$ cat src/rtl/uart_pkg.sv
// Shared types and constants for the configurable UART transmitter.
package uart_pkg;

  typedef enum logic [2:0] {
    StIdle   = 3'd0,
    StStart  = 3'd1,
    StData   = 3'd2,
    StParity = 3'd3,
    StStop   = 3'd4
  } tx_state_e;

  localparam logic [1:0] PAR_NONE = 2'b00;
  localparam logic [1:0] PAR_EVEN = 2'b01;
  localparam logic [1:0] PAR_ODD  = 2'b10;

  // Payloads narrower than 9 bits are zero-extended; zeros do not change the XOR.
  function automatic logic calc_parity(input logic [8:0] data, input logic odd);
    return odd ? ~^data : ^data;
  endfunction

endpackage

$ cat src/rtl/uart_baud_gen.sv
// Bit-period timer: counts CLKS_PER_BIT cycles and pulses bit_end_o on the last one.
module uart_baud_gen #(
  parameter int unsigned ClksPerBit = 16
) (
  input  logic clk,
  input  logic rst_n,
  input  logic restart_i,
  output logic bit_end_o
);

  localparam int unsigned CntW = (ClksPerBit > 1) ? $clog2(ClksPerBit) : 1;
  localparam logic [CntW-1:0] CntMax = CntW'(ClksPerBit - 1);

  logic [CntW-1:0] cnt_q, cnt_d;

  assign bit_end_o = (cnt_q == CntMax);

  // Next count: held at zero while restarted, wraps at every bit boundary.
  always_comb begin
    cnt_d = cnt_q + CntW'(1);
    if (restart_i || bit_end_o) begin
      cnt_d = '0;
    end
  end

  // Counter register.
  always_ff @(posedge clk or negedge rst_n) begin
    if (!rst_n) begin
      cnt_q <= '0;
    end else begin
      cnt_q <= cnt_d;
    end
  end

endmodule

$ cat src/rtl/uart_tx_cfg.sv
// UART transmitter with run-time parity and stop-bit selection, latched per frame.
module uart_tx_cfg
  import uart_pkg::*;
#(
  parameter int unsigned DATA_W       = 8,
  parameter int unsigned CLKS_PER_BIT = 16
) (
  input  logic              clk,
  input  logic              rst_n,
  input  logic              tx_valid,
  output logic              tx_ready,
  input  logic [DATA_W-1:0] tx_data,
  input  logic [1:0]        parity_mode,
  input  logic              two_stop,
  output logic              tx_out,
  output logic              busy,
  output logic              done
);

  localparam int unsigned IdxW = $clog2(DATA_W);
  localparam logic [IdxW-1:0] IdxLast = IdxW'(DATA_W - 1);

  tx_state_e         state_q, state_d;
  logic [DATA_W-1:0] shift_q, shift_d;
  logic [IdxW-1:0]   idx_q, idx_d;
  logic              par_en_q, par_en_d;
  logic              par_bit_q, par_bit_d;
  logic              two_stop_q, two_stop_d;
  logic              stop2_q, stop2_d;
  logic              tx_out_q, tx_out_d;
  logic              done_q, done_d;
  logic              bit_end;

  assign tx_ready = (state_q == StIdle);
  assign busy     = ~tx_ready;
  assign tx_out   = tx_out_q;
  assign done     = done_q;

  // Timer is held in restart while idle so the start bit always gets a full period.
  uart_baud_gen #(
    .ClksPerBit(CLKS_PER_BIT)
  ) u_baud_gen (
    .clk      (clk),
    .rst_n    (rst_n),
    .restart_i(tx_ready),
    .bit_end_o(bit_end)
  );

  // Next-state, frame latching and line-level decode.
  always_comb begin
    state_d    = state_q;
    shift_d    = shift_q;
    idx_d      = idx_q;
    par_en_d   = par_en_q;
    par_bit_d  = par_bit_q;
    two_stop_d = two_stop_q;
    stop2_d    = stop2_q;

    case (state_q)
      StIdle: begin
        if (tx_valid) begin
          state_d    = StStart;
          shift_d    = tx_data;
          idx_d      = '0;
          par_en_d   = (parity_mode == PAR_EVEN) || (parity_mode == PAR_ODD);
          par_bit_d  = calc_parity(9'(tx_data), parity_mode == PAR_ODD);
          two_stop_d = two_stop;
          stop2_d    = 1'b0;
        end
      end
      StStart: begin
        if (bit_end) begin
          state_d = StData;
        end
      end
      StData: begin
        if (bit_end) begin
          if (idx_q == IdxLast) begin
            state_d = par_en_q ? StParity : StStop;
          end else begin
            idx_d   = idx_q + IdxW'(1);
            shift_d = shift_q >> 1;
          end
        end
      end
      StParity: begin
        if (bit_end) begin
          state_d = StStop;
        end
      end
      StStop: begin
        if (bit_end) begin
          if (two_stop_q && !stop2_q) begin
            stop2_d = 1'b1;
          end else begin
            state_d = StIdle;
          end
        end
      end
      default: state_d = StIdle;
    endcase

    // Line level is decoded from the next state so tx_out can be a plain flop.
    case (state_d)
      StStart:  tx_out_d = 1'b0;
      StData:   tx_out_d = shift_d[0];
      StParity: tx_out_d = par_bit_q;
      default:  tx_out_d = 1'b1;
    endcase

    done_d = (state_q == StStop) && (state_d == StIdle);
  end

  // State and datapath registers.
  always_ff @(posedge clk or negedge rst_n) begin
    if (!rst_n) begin
      state_q    <= StIdle;
      shift_q    <= '0;
      idx_q      <= '0;
      par_en_q   <= 1'b0;
      par_bit_q  <= 1'b0;
      two_stop_q <= 1'b0;
      stop2_q    <= 1'b0;
      tx_out_q   <= 1'b1;
      done_q     <= 1'b0;
    end else begin
      state_q    <= state_d;
      shift_q    <= shift_d;
      idx_q      <= idx_d;
      par_en_q   <= par_en_d;
      par_bit_q  <= par_bit_d;
      two_stop_q <= two_stop_d;
      stop2_q    <= stop2_d;
      tx_out_q   <= tx_out_d;
      done_q     <= done_d;
    end
  end

endmodule

$ cat config.mk
export PLATFORM = sky130hd
export DESIGN_NAME = uart_tx_cfg
export DESIGN_NICKNAME = d
export VERILOG_FILES = /design/src/rtl/uart_pkg.sv /design/src/rtl/uart_baud_gen.sv /design/src/rtl/uart_tx_cfg.sv
export SDC_FILE = /design/constraint.sdc
export NUM_CORES = 1
export LEC_CHECK = 0
export BUFFER_PORTS_ARGS = -buffer_cell sky130_fd_sc_hd__clkbuf_2
export CORE_MARGIN = 2
export CORE_UTILIZATION = 49
export DETAILED_ROUTE_END_ITERATION = 10
export GPL_ROUTABILITY_DRIVEN = 0
export PLACE_DENSITY = 0.78
export REMOVE_ABC_BUFFERS = 1
export SLEW_MARGIN = 5
export SYNTH_ARGS = -nofsm -noshare
export SYNTH_HDL_FRONTEND = slang
export SYNTH_SLANG_ARGS = --single-unit
$ cat constraint.sdc
create_clock -name clk -period 1.75 [get_ports clk]
set_input_delay 0.0875 -clock clk [delete_from_list [all_inputs] [get_ports clk]]
set_output_delay 0.0875 -clock clk [all_outputs]
set_load 0.05 [all_outputs]
==> impl_metrics.toml, run 1 <==
[synth]
avgSynthCellArea_sq_um = 9.768
postSynthCellCount = 119
yosys.area.top_type_share = 0.4952
ys_seq_elements = 24
synth.distinct_cells = 27
seq_area_frac_synth = 0.5178
synth_warnings = 0
syn_area_sq_um = 1162
yosys.area.top_type = "dfrtp_1"
synth.area.top_cells = "dfrtp_1 50%, nand2_1 8.7%, xnor2_1 6.0%"

[power]
switching_share = 0.3023
netSwitchingPower_uw = 375.4
power.density_nw_per_um2 = 802.4
ir_worst_vdd_mv = 0.5355
p_leak_nw = 0.7392
combPwrFrac = 0.259
clkPwrFrac = 0.238
p_int_uw = 866.5
seqPwrFrac = 0.504

[worst_setup_path]
critical_path_cell_count = 8
cp_cell_sequence = "ha_2 > ha_4 > nor4_4 > buf_4 > nor2_4 > buf_6 > nand2_2 > nand2_2"
start_kind = "flop"
crit_path_max_fanout = 6
cpPeakStageDelay_ps = 420
reg2regPathDepth = 8
r2r_setup_slack_ps = -20
arrival_ps = 1980
critPathRequiredTime_ps = 1960
timing.critical_path.to_type = "flop"
crit_buf_inv = 2
critPathLaunch = "idx_q[1]"
cpLargestDelayFamily = "simple AND/OR/NAND/NOR gates"
worst_path_max_delay_cell = "dfrtp_1"
endpoint = "shift_q[2]"
reg2reg_from = "idx_q[1]"
r2r-end = "shift_q[2]"
crit_type = "flop to flop"
cpMostUsedCell = "nand2_2"

[die]
pin_count = 18
core_area_sq_um = 2233
fp.dieArea_sq_um = 2778
die_y_um = 52.71
initial_utilization = 0.5204
num_rows = 17
die-width_um = 52.71

[sta]
fmax_ghz = 0.5661
min_period_over_period = 1.009
slew_viol_final = 0
timing.hold.ws_ps = 9.920
hold_viol_final = 0
finalSetupViolCount = 2
rsz0062_at_grt = "yes"
slew_headroom = 0.6137
fin_worst_skew_ps = 2.651
timing.final.ws_setup_ps = -16.35
tns_ps = -26.14
tightest_slew_ps = 579.5
min_period_ps = 1766

[detailed_routing]
ant_nets = 0
vias_per_cell = 5.549
drt_iter0_drc = 19
vias = 1021
routedWlPerCell_um = 14.86
first_pass_iters = 4
wirelength_um = 2734
drc = 0

[place]
portBuffers = 17
dp_slack_ps = 20.46
dp_hpwl_um = 1744

[global_route]
grt_pass1_vias = 980
grt_pass1_wl_um = 4188
antenna_found_initial = 0
grt_util_all_layers = 0.2133
grt_remaining_overflow = 0
grt_max_degree = 25

[job]
cap_violations = 0

[cells_and_area]
layout_common_cells = "23 x nand2_1, 22 x dfrtp_1, 16 x clkbuf_2"
drive_above_1_share = 0.3462
area_growth_syn_to_layout_pct = 33.15
num_antenna_cells = 0
fin_nets = 175
fillCellCount = 168
layout_commonest_cell = "nand2_1"

[clock_network]
cts_sinks = 24
path_clk_slew_ps = 130
clock_path_buffers = 2
h-tree-depth = 1
cts_buffers = 3
clkLatencyLatePin_ps = 320
cts_root_buf = "clkbuf_4"
cts_tree = "done"

[run_status]
status = "complete, but fails checks"
violations = "negative setup slack"

[hold_path]
holdCritPathClass = "primary input to flop"
## power by group through the flow
| stage | Combinational (mW) | Sequential [mW] | Clock [mW] |
|---|---|---|---|
| 6_report | 0.321 | 0.625 | 0.295 |
| 5_1_grt | 0.356 | 0.628 | 0.320 |
| 4_1_cts | 0.265 | 0.626 | 0.306 |
| 3_5_place_dp | 0.251 | 0.634 | 0 |
| 3_3_place_gp | 0.242 | 0.633 | 0 |
| 2_1_floorplan | 0.160 | 0.636 | 0 |
## Yosys cell counts, drive strengths merged
library cell and number:
nor4 1, a21oi 4, dfstp 1, ha 4
clkbuf 2, a31oi 2, buf 1, nor2 7
or2 1, o31a 1, a22oi 7, mux2 1
nor2b 1, nand4 1, xnor2 8, inv 6
a21boi 1, nand2 27, o32ai 1, xor2 2
o21ai 6, dfrtp 23, or3b 1, nand3 3
or3 2, and3 5
## flip-flops by register name (all words and copies together), names as in the netlist
| signal | flops |
|---|---|
| shift_q | 8 |
| u_baud_gen.cnt_q | 4 |
| idx_q | 3 |
| state_q | 3 |
| done | 1 |
| par_bit_q | 1 |
| par_en_q | 1 |
| stop2_q | 1 |
| two_stop_q | 1 |
| tx_out | 1 |
## worst min path at each step
stage	cells after the start	slack, ps	start	endpoint
6_report	3	10	tx_data[4]	shift_q[4]
4_1_cts	3	4	tx_data[4]	shift_q[4]
2_1_floorplan	0	-210	rst_n	done
3_3_place_gp	1	110	rst_n	done
5_1_grt	3	10	tx_data[3]	shift_q[3]
3_5_place_dp	1	110	rst_n	done
## kinds of logic after synthesis
group,after synthesis,synth area share
and+or+nand+nor,49,0.2034
DFF,24,0.5178
AOI/OAI and AO/OA,22,0.1206
xor gates and xnor gates,10,0.07536
buffers and inverters,9,0.03014
adders and majority gates,4,0.04306
muxes,1,0.009687
## per-layer routing
metal	share of wire	vias up	global-route usage
li1	-	478	-
met1	0.41	494	0.2408
met2	0.51	36	0.3646
met3	0.033	13	0.03143
met4	0.041	0	0.1496
met5	0	-	0
## layout make-up
class,instances,area [sq um],area share
multi-input combinational,86,606.8,0.3921
sequential,24,603.1,0.3897
timing repair buffer,36,244.0,0.1576
clock buffer,4,36.28,0.02344
tap,28,35.03,0.02264
inverter,6,22.52,0.01455
## metrics by stage
step | utilization | instances | power, mW | area, sq um
floorplan | - | 116 | 0.7963 | 1150
global placement | 0.5922 | 168 | 0.8752 | 1323
detailed placement | 0.5922 | 168 | 0.8857 | 1323
CTS | 0.6319 | 176 | 1.197 | 1411
global route | 0.6930 | 184 | 1.303 | 1548
finish | 0.6930 | 184 | 1.242 | 1548
## what timing repair did
item	CTS	global route
gates resized for setup	4	18
endpoints found under the hold margin	26	0
pin swaps	0	5
endpoints found under the setup margin	10	10
hold buffers	4	0
cloned	0	0
buffers inserted	0	8
## worst min-delay path, stage by stage
cell      delay (ps)
clkbuf_2         100
a22oi_1           60
nand2_1           60
(Power assumes the default switching activity.)
==> inputs of run 2 (changes only) <==
--- a/config.mk
+++ b/config.mk
@@ -12,6 +12,7 @@
 export GPL_ROUTABILITY_DRIVEN = 0
 export PLACE_DENSITY = 0.78
 export REMOVE_ABC_BUFFERS = 1
+export SETUP_SLACK_MARGIN = 0.4
 export SLEW_MARGIN = 5
 export SYNTH_ARGS = -nofsm -noshare
 export SYNTH_HDL_FRONTEND = slang
==> impl_metrics.toml, run 2 (same netlist as run 1, synthesis figures left out) <==
[place]
dp_hpwl_um = 1744
portBuffers = 17
dpl.cell_count = 168
place_area_sq_um = 1323

[cells_and_area]
num_antenna_cells = 0
final_cells = 187
fillCellCount = 145
reg_top3 = "shift_q (8), u_baud_gen.cnt_q (4)"
area_growth_syn_to_layout_pct = 42.63
largest_register_ffs = 8
final_area_sq_um = 1658
drive_above_1_share = 0.4528
layout_commonest_cell = "dfrtp_1"
layout_common_cells = "22 x dfrtp_1, 17 x nand2_1, 15 x clkbuf_2, 15 x buf_4, 10 x nand2_2"
fin_nets = 178
top_register = "shift_q"

[die]
fp.dieArea_sq_um = 2778
initial_utilization = 0.5204
core_area_sq_um = 2233
num_rows = 17
pin_count = 18
die_y_um = 52.71
die-width_um = 52.71

[power]
p_int_uw = 895.5
power.density_nw_per_um2 = 786.4
seqPwrFrac = 0.481
switching_share = 0.3131
finalPower_mw = 1.304
p_leak_nw = 0.7766
ir_worst_vdd_mv = 0.6136
netSwitchingPower_uw = 408.1
clkPwrFrac = 0.233
combPwrFrac = 0.287

[global_route]
antenna_found_initial = 0
grt_remaining_overflow = 0
grt_pass1_wl_um = 4961
grt_max_degree = 25
grt_pass1_vias = 1101
grt_util_all_layers = 0.2544

[run_status]
violations = "negative setup slack"
status = "complete, but fails checks"

[detailed_routing]
vias = 1091
vias_per_cell = 5.834
routedWlPerCell_um = 18.17
wirelength_um = 3398
ant_nets = 0
drt_iter0_drc = 19
first_pass_iters = 4
drc = 0

[sta]
finalSetupViolCount = 1
hold_viol_final = 0
tightest_slew_ps = 596.2
min_period_ps = 1767
timing.final.ws_setup_ps = -17.03
slew_headroom = 0.6025
min_period_over_period = 1.010
slew_viol_final = 0
timing.hold.ws_ps = 3.135
fmax_ghz = 0.5659
fin_worst_skew_ps = 4.769
tns_ps = -17.03
rsz0062_at_grt = "yes"

[clock_network]
clkLatencyLatePin_ps = 330
cts_sinks = 24
clock_path_buffers = 2
h-tree-depth = 1
path_clk_slew_ps = 130
cts_buffers = 3
cts_root_buf = "clkbuf_4"
cts_tree = "done"

[worst_setup_path]
timing.critical_path.to_type = "flop"
crit_path_max_fanout = 6
arrival_ps = 1990
critPathRequiredTime_ps = 1970
start_kind = "flop"
crit_type = "flop to flop"

[job]
cap_violations = 0

[hold_path]
holdCritPathClass = "primary input to flop"
[run 2: cell count changes in the layout (fill, tap and decap cells not counted), moves of 3 or more]
cell     change
nand2_1      -6
nand2_2      +6
a22oi_1      -4
a22oi_2      +4
buf_6        +3
o21ai_0      -3
[run 2: power by group through the flow]
| stage | logic, mW | registers (mW) | clock network [mW] |
|---|---|---|---|
| floorplan | 0.160 | 0.636 | 0 |
| global placement | 0.242 | 0.633 | 0 |
| detailed placement | 0.251 | 0.634 | 0 |
| CTS | 0.341 | 0.619 | 0.306 |
| global route | 0.405 | 0.629 | 0.334 |
| finish | 0.374 | 0.627 | 0.303 |
[run 2: critical path, stage by stage, from the launching register on]
cell and delay [ps]:
dfrtp_1 420, ha_2 210, ha_4 180, nor4_4 330
buf_4 190, nor2_4 50, buf_6 140, nand2_2 70
nand2_2 60
[run 2: final cells by class]
type | count | area (sq um) | area share
sequential | 24 | 603.1 | 0.3638
inverter | 6 | 25.02 | 0.01509
tap | 28 | 35.03 | 0.02113
timing repair buffer | 39 | 312.8 | 0.1887
clock buffer | 4 | 36.28 | 0.02189
multi-input combinational | 86 | 645.6 | 0.3894
[run 2: stage by stage]
stage | utilization | setup slack [ps]
2_1_floorplan | - | -360.0
3_3_place_gp | 0.5922 | 51.65
3_5_place_dp | 0.5922 | 20.46
4_1_cts | 0.7008 | 65.40
5_1_grt | 0.7423 | -74.30
6_report | 0.7423 | -17.03
[run 2: per-layer routing]
metal	global-route usage	part of all wire	wire [um]
met3	0.05714	0.054	183
met2	0.4375	0.51	1716
met4	0.1667	0.051	174
met5	0	0	0
met1	0.2771	0.39	1324
[run 2: final timing paths]
| path | to | startpoint | slack, ps | cells past startpoint |
|---|---|---|---|---|
| setup / recovery | shift_q[2] | idx_q[0] | -20 | 8 |
| hold / removal | shift_q[7] | tx_data[7] | 3 | 3 |
| setup reg to reg | shift_q[2] | idx_q[0] | -20 | 8 |
| hold reg to reg | par_bit_q | par_bit_q | 490 | 2 |
| max in group asynchronous | state_q[2] | rst_n | 1060 | 2 |
| min in group asynchronous | state_q[1] | rst_n | 270 | 2 |
[run 2: what timing repair did]
action / 4_1_cts / 5_1_grt
endpoints found under the setup margin: 20 / 21
resized for setup: 33 / 14
setup buffers: 6 / 6
endpoints found under the hold margin: 25 / 0
pin swaps: 19 / 11
hold buffers: 3 / 0
==> inputs of run 3 (changes only) <==
--- a/config.mk
+++ b/config.mk
@@ -6,13 +6,15 @@
 export NUM_CORES = 1
 export LEC_CHECK = 0
 export BUFFER_PORTS_ARGS = -buffer_cell sky130_fd_sc_hd__clkbuf_2
+export CORE_ASPECT_RATIO = 1.1
 export CORE_MARGIN = 2
-export CORE_UTILIZATION = 49
+export CORE_UTILIZATION = 54
 export DETAILED_ROUTE_END_ITERATION = 10
 export GPL_ROUTABILITY_DRIVEN = 0
-export PLACE_DENSITY = 0.78
+export PLACE_DENSITY = 0.81
 export REMOVE_ABC_BUFFERS = 1
 export SETUP_SLACK_MARGIN = 0.4
+export SKIP_CTS_REPAIR_TIMING = 1
 export SLEW_MARGIN = 5
 export SYNTH_ARGS = -nofsm -noshare
 export SYNTH_HDL_FRONTEND = slang
==> constraint.sdc (replaced) <==
create_clock -name clk -period 1.9 [get_ports clk]
set_input_delay 0.095 -clock clk [delete_from_list [all_inputs] [get_ports clk]]
set_output_delay 0.095 -clock clk [all_outputs]
set_load 0.05 [all_outputs]
==> impl_metrics.toml, run 3 (same netlist as run 1, synthesis figures left out) <==
[global_route]
grt_pass1_wl_um = 3332
grt_max_degree = 25
grt_remaining_overflow = 0
antenna_found_initial = 0
grt_pass1_vias = 755
grt_util_all_layers = 0.1868

[run_status]
status = "finished, final reports clean"

[clock_network]
path_clk_slew_ps = 120
cts_buffers = 3
cts_root_buf = "clkbuf_4"
clkLatencyLatePin_ps = 300
cts_tree = "done"
h-tree-depth = 1
cts_sinks = 24
clock_path_buffers = 2

[detailed_routing]
wirelength_um = 2627
drc = 0
vias_per_cell = 5.416
vias = 1002
first_pass_iters = 4
drt_iter0_drc = 23
ant_nets = 0
routedWlPerCell_um = 14.20

[sta]
tightest_slew_ps = 568.4
slew_viol_final = 0
finalSetupViolCount = 0
tns_ps = 0
min_period_over_period = 0.9095
timing.final.ws_setup_ps = 171.9
slew_headroom = 0.6210
fmax_ghz = 0.5787
rsz0062_at_grt = "yes"
fin_worst_skew_ps = 5.533
hold_viol_final = 0
min_period_ps = 1728

[worst_setup_path]
cp_cell_sequence = "or3b_4 > nor2_4 > buf_4 > a22oi_2 > a21boi_2 > a31oi_1"
timing.critical_path.to_type = "flop"
worst_path_max_delay_cell = "dfrtp_2"
start_kind = "flop"
critPathRequiredTime_ps = 2130
crit_type = "flop to flop"
cpPeakStageDelay_ps = 470
crit_path_max_fanout = 8
arrival_ps = 1960

[die]
die-width_um = 48.24
core_area_sq_um = 2021
fp.dieArea_sq_um = 2540
initial_utilization = 0.5752
pin_count = 18
die_y_um = 52.66
num_rows = 17

[place]
dpl.cell_count = 165
dp_hpwl_um = 1554
portBuffers = 17
dp_slack_ps = 130.3
place_area_sq_um = 1300

[cells_and_area]
layout_common_cells = "25 x nand2_1, 20 x dfrtp_1, 15 x clkbuf_2"
seqCellArea_sq_um = 605.6
fillCellCount = 128
fin_nets = 176
num_antenna_cells = 0
final_area_sq_um = 1573
area_growth_syn_to_layout_pct = 35.31
drive_above_1_share = 0.3822
reg_top3 = "shift_q (8), u_baud_gen.cnt_q (4)"
multi_input_area_sq_um = 603.1
top_register = "shift_q"
largest_register_ffs = 8
layout_commonest_cell = "nand2_1"
final_cells = 185

[power]
ir_worst_vdd_mv = 0.5246
power.density_nw_per_um2 = 722.4
p_leak_nw = 0.7449

[hold_path]
holdCritPathClass = "primary input to flop"

[job]
cap_violations = 0
-- run 3: cell types whose count changed in the layout (fill, tap and decap cells not counted), sizes merged --
cell         change
or2              +1
clkbuf           -2
dlygate4sd3      -1
-- run 3: worst paths after layout --
| kind | from | to | slack, ps | cells after the start |
|---|---|---|---|---|
| max in group asynchronous | rst_n | state_q[1] | 1200 | 2 |
| min in group asynchronous | rst_n | u_baud_gen.cnt_q[2] | 300 | 2 |
| hold / removal | tx_data[3] | shift_q[3] | 30 | 3 |
| setup / recovery | state_q[1] | tx_out | 170 | 6 |
| setup reg to reg | state_q[1] | tx_out | 170 | 6 |
| hold reg to reg | shift_q[0] | shift_q[0] | 500 | 2 |
-- run 3: power by group --
| part | total, mW | switching (mW) | internal, mW |
|---|---|---|---|
| Clock | 0.260 | 0.143 | 0.117 |
| Sequential | 0.575 | 0.0263 | 0.548 |
| Combinational | 0.301 | 0.163 | 0.138 |
| Total | 1.14 | 0.333 | 0.803 |
-- run 3: worst max-delay path: cells and delay by family, from the launching register on --
| family | cells | cell delay (ps) |
|---|---|---|
| flops | 1 | 470 |
| simple gates | 2 | 610 |
| compound gates | 3 | 390 |
| buf+inv | 1 | 180 |
-- run 3: through the flow --
step | hold WS (ps) | power (mW) | util
4_1_cts | -230.1 | 1.058 | 0.6613
5_1_grt | 28.47 | 1.189 | 0.7783
3_5_place_dp | 112.3 | 0.8044 | 0.6433
2_1_floorplan | -200.6 | 0.7335 | -
6_report | 28.72 | 1.136 | 0.7783
3_3_place_gp | 110.2 | 0.7981 | 0.6433
-- run 3: cell type report --
| type | instances | share of cell area |
|---|---|---|
| Sequential cell | 24 | 0.3850 |
| Tap cell | 28 | 0.02228 |
| Clock buffer | 4 | 0.02307 |
| Multi-Input combinational cell | 87 | 0.3835 |
| Inverter | 6 | 0.01591 |
| Timing Repair Buffer | 36 | 0.1702 |
-- run 3: metal layers --
layer / part of all wire / global-route usage
met5: 0 / 0
met4: 0.023 / 0.04054
met3: 0.053 / 0.04138
met2: 0.50 / 0.2544
met1: 0.43 / 0.2980
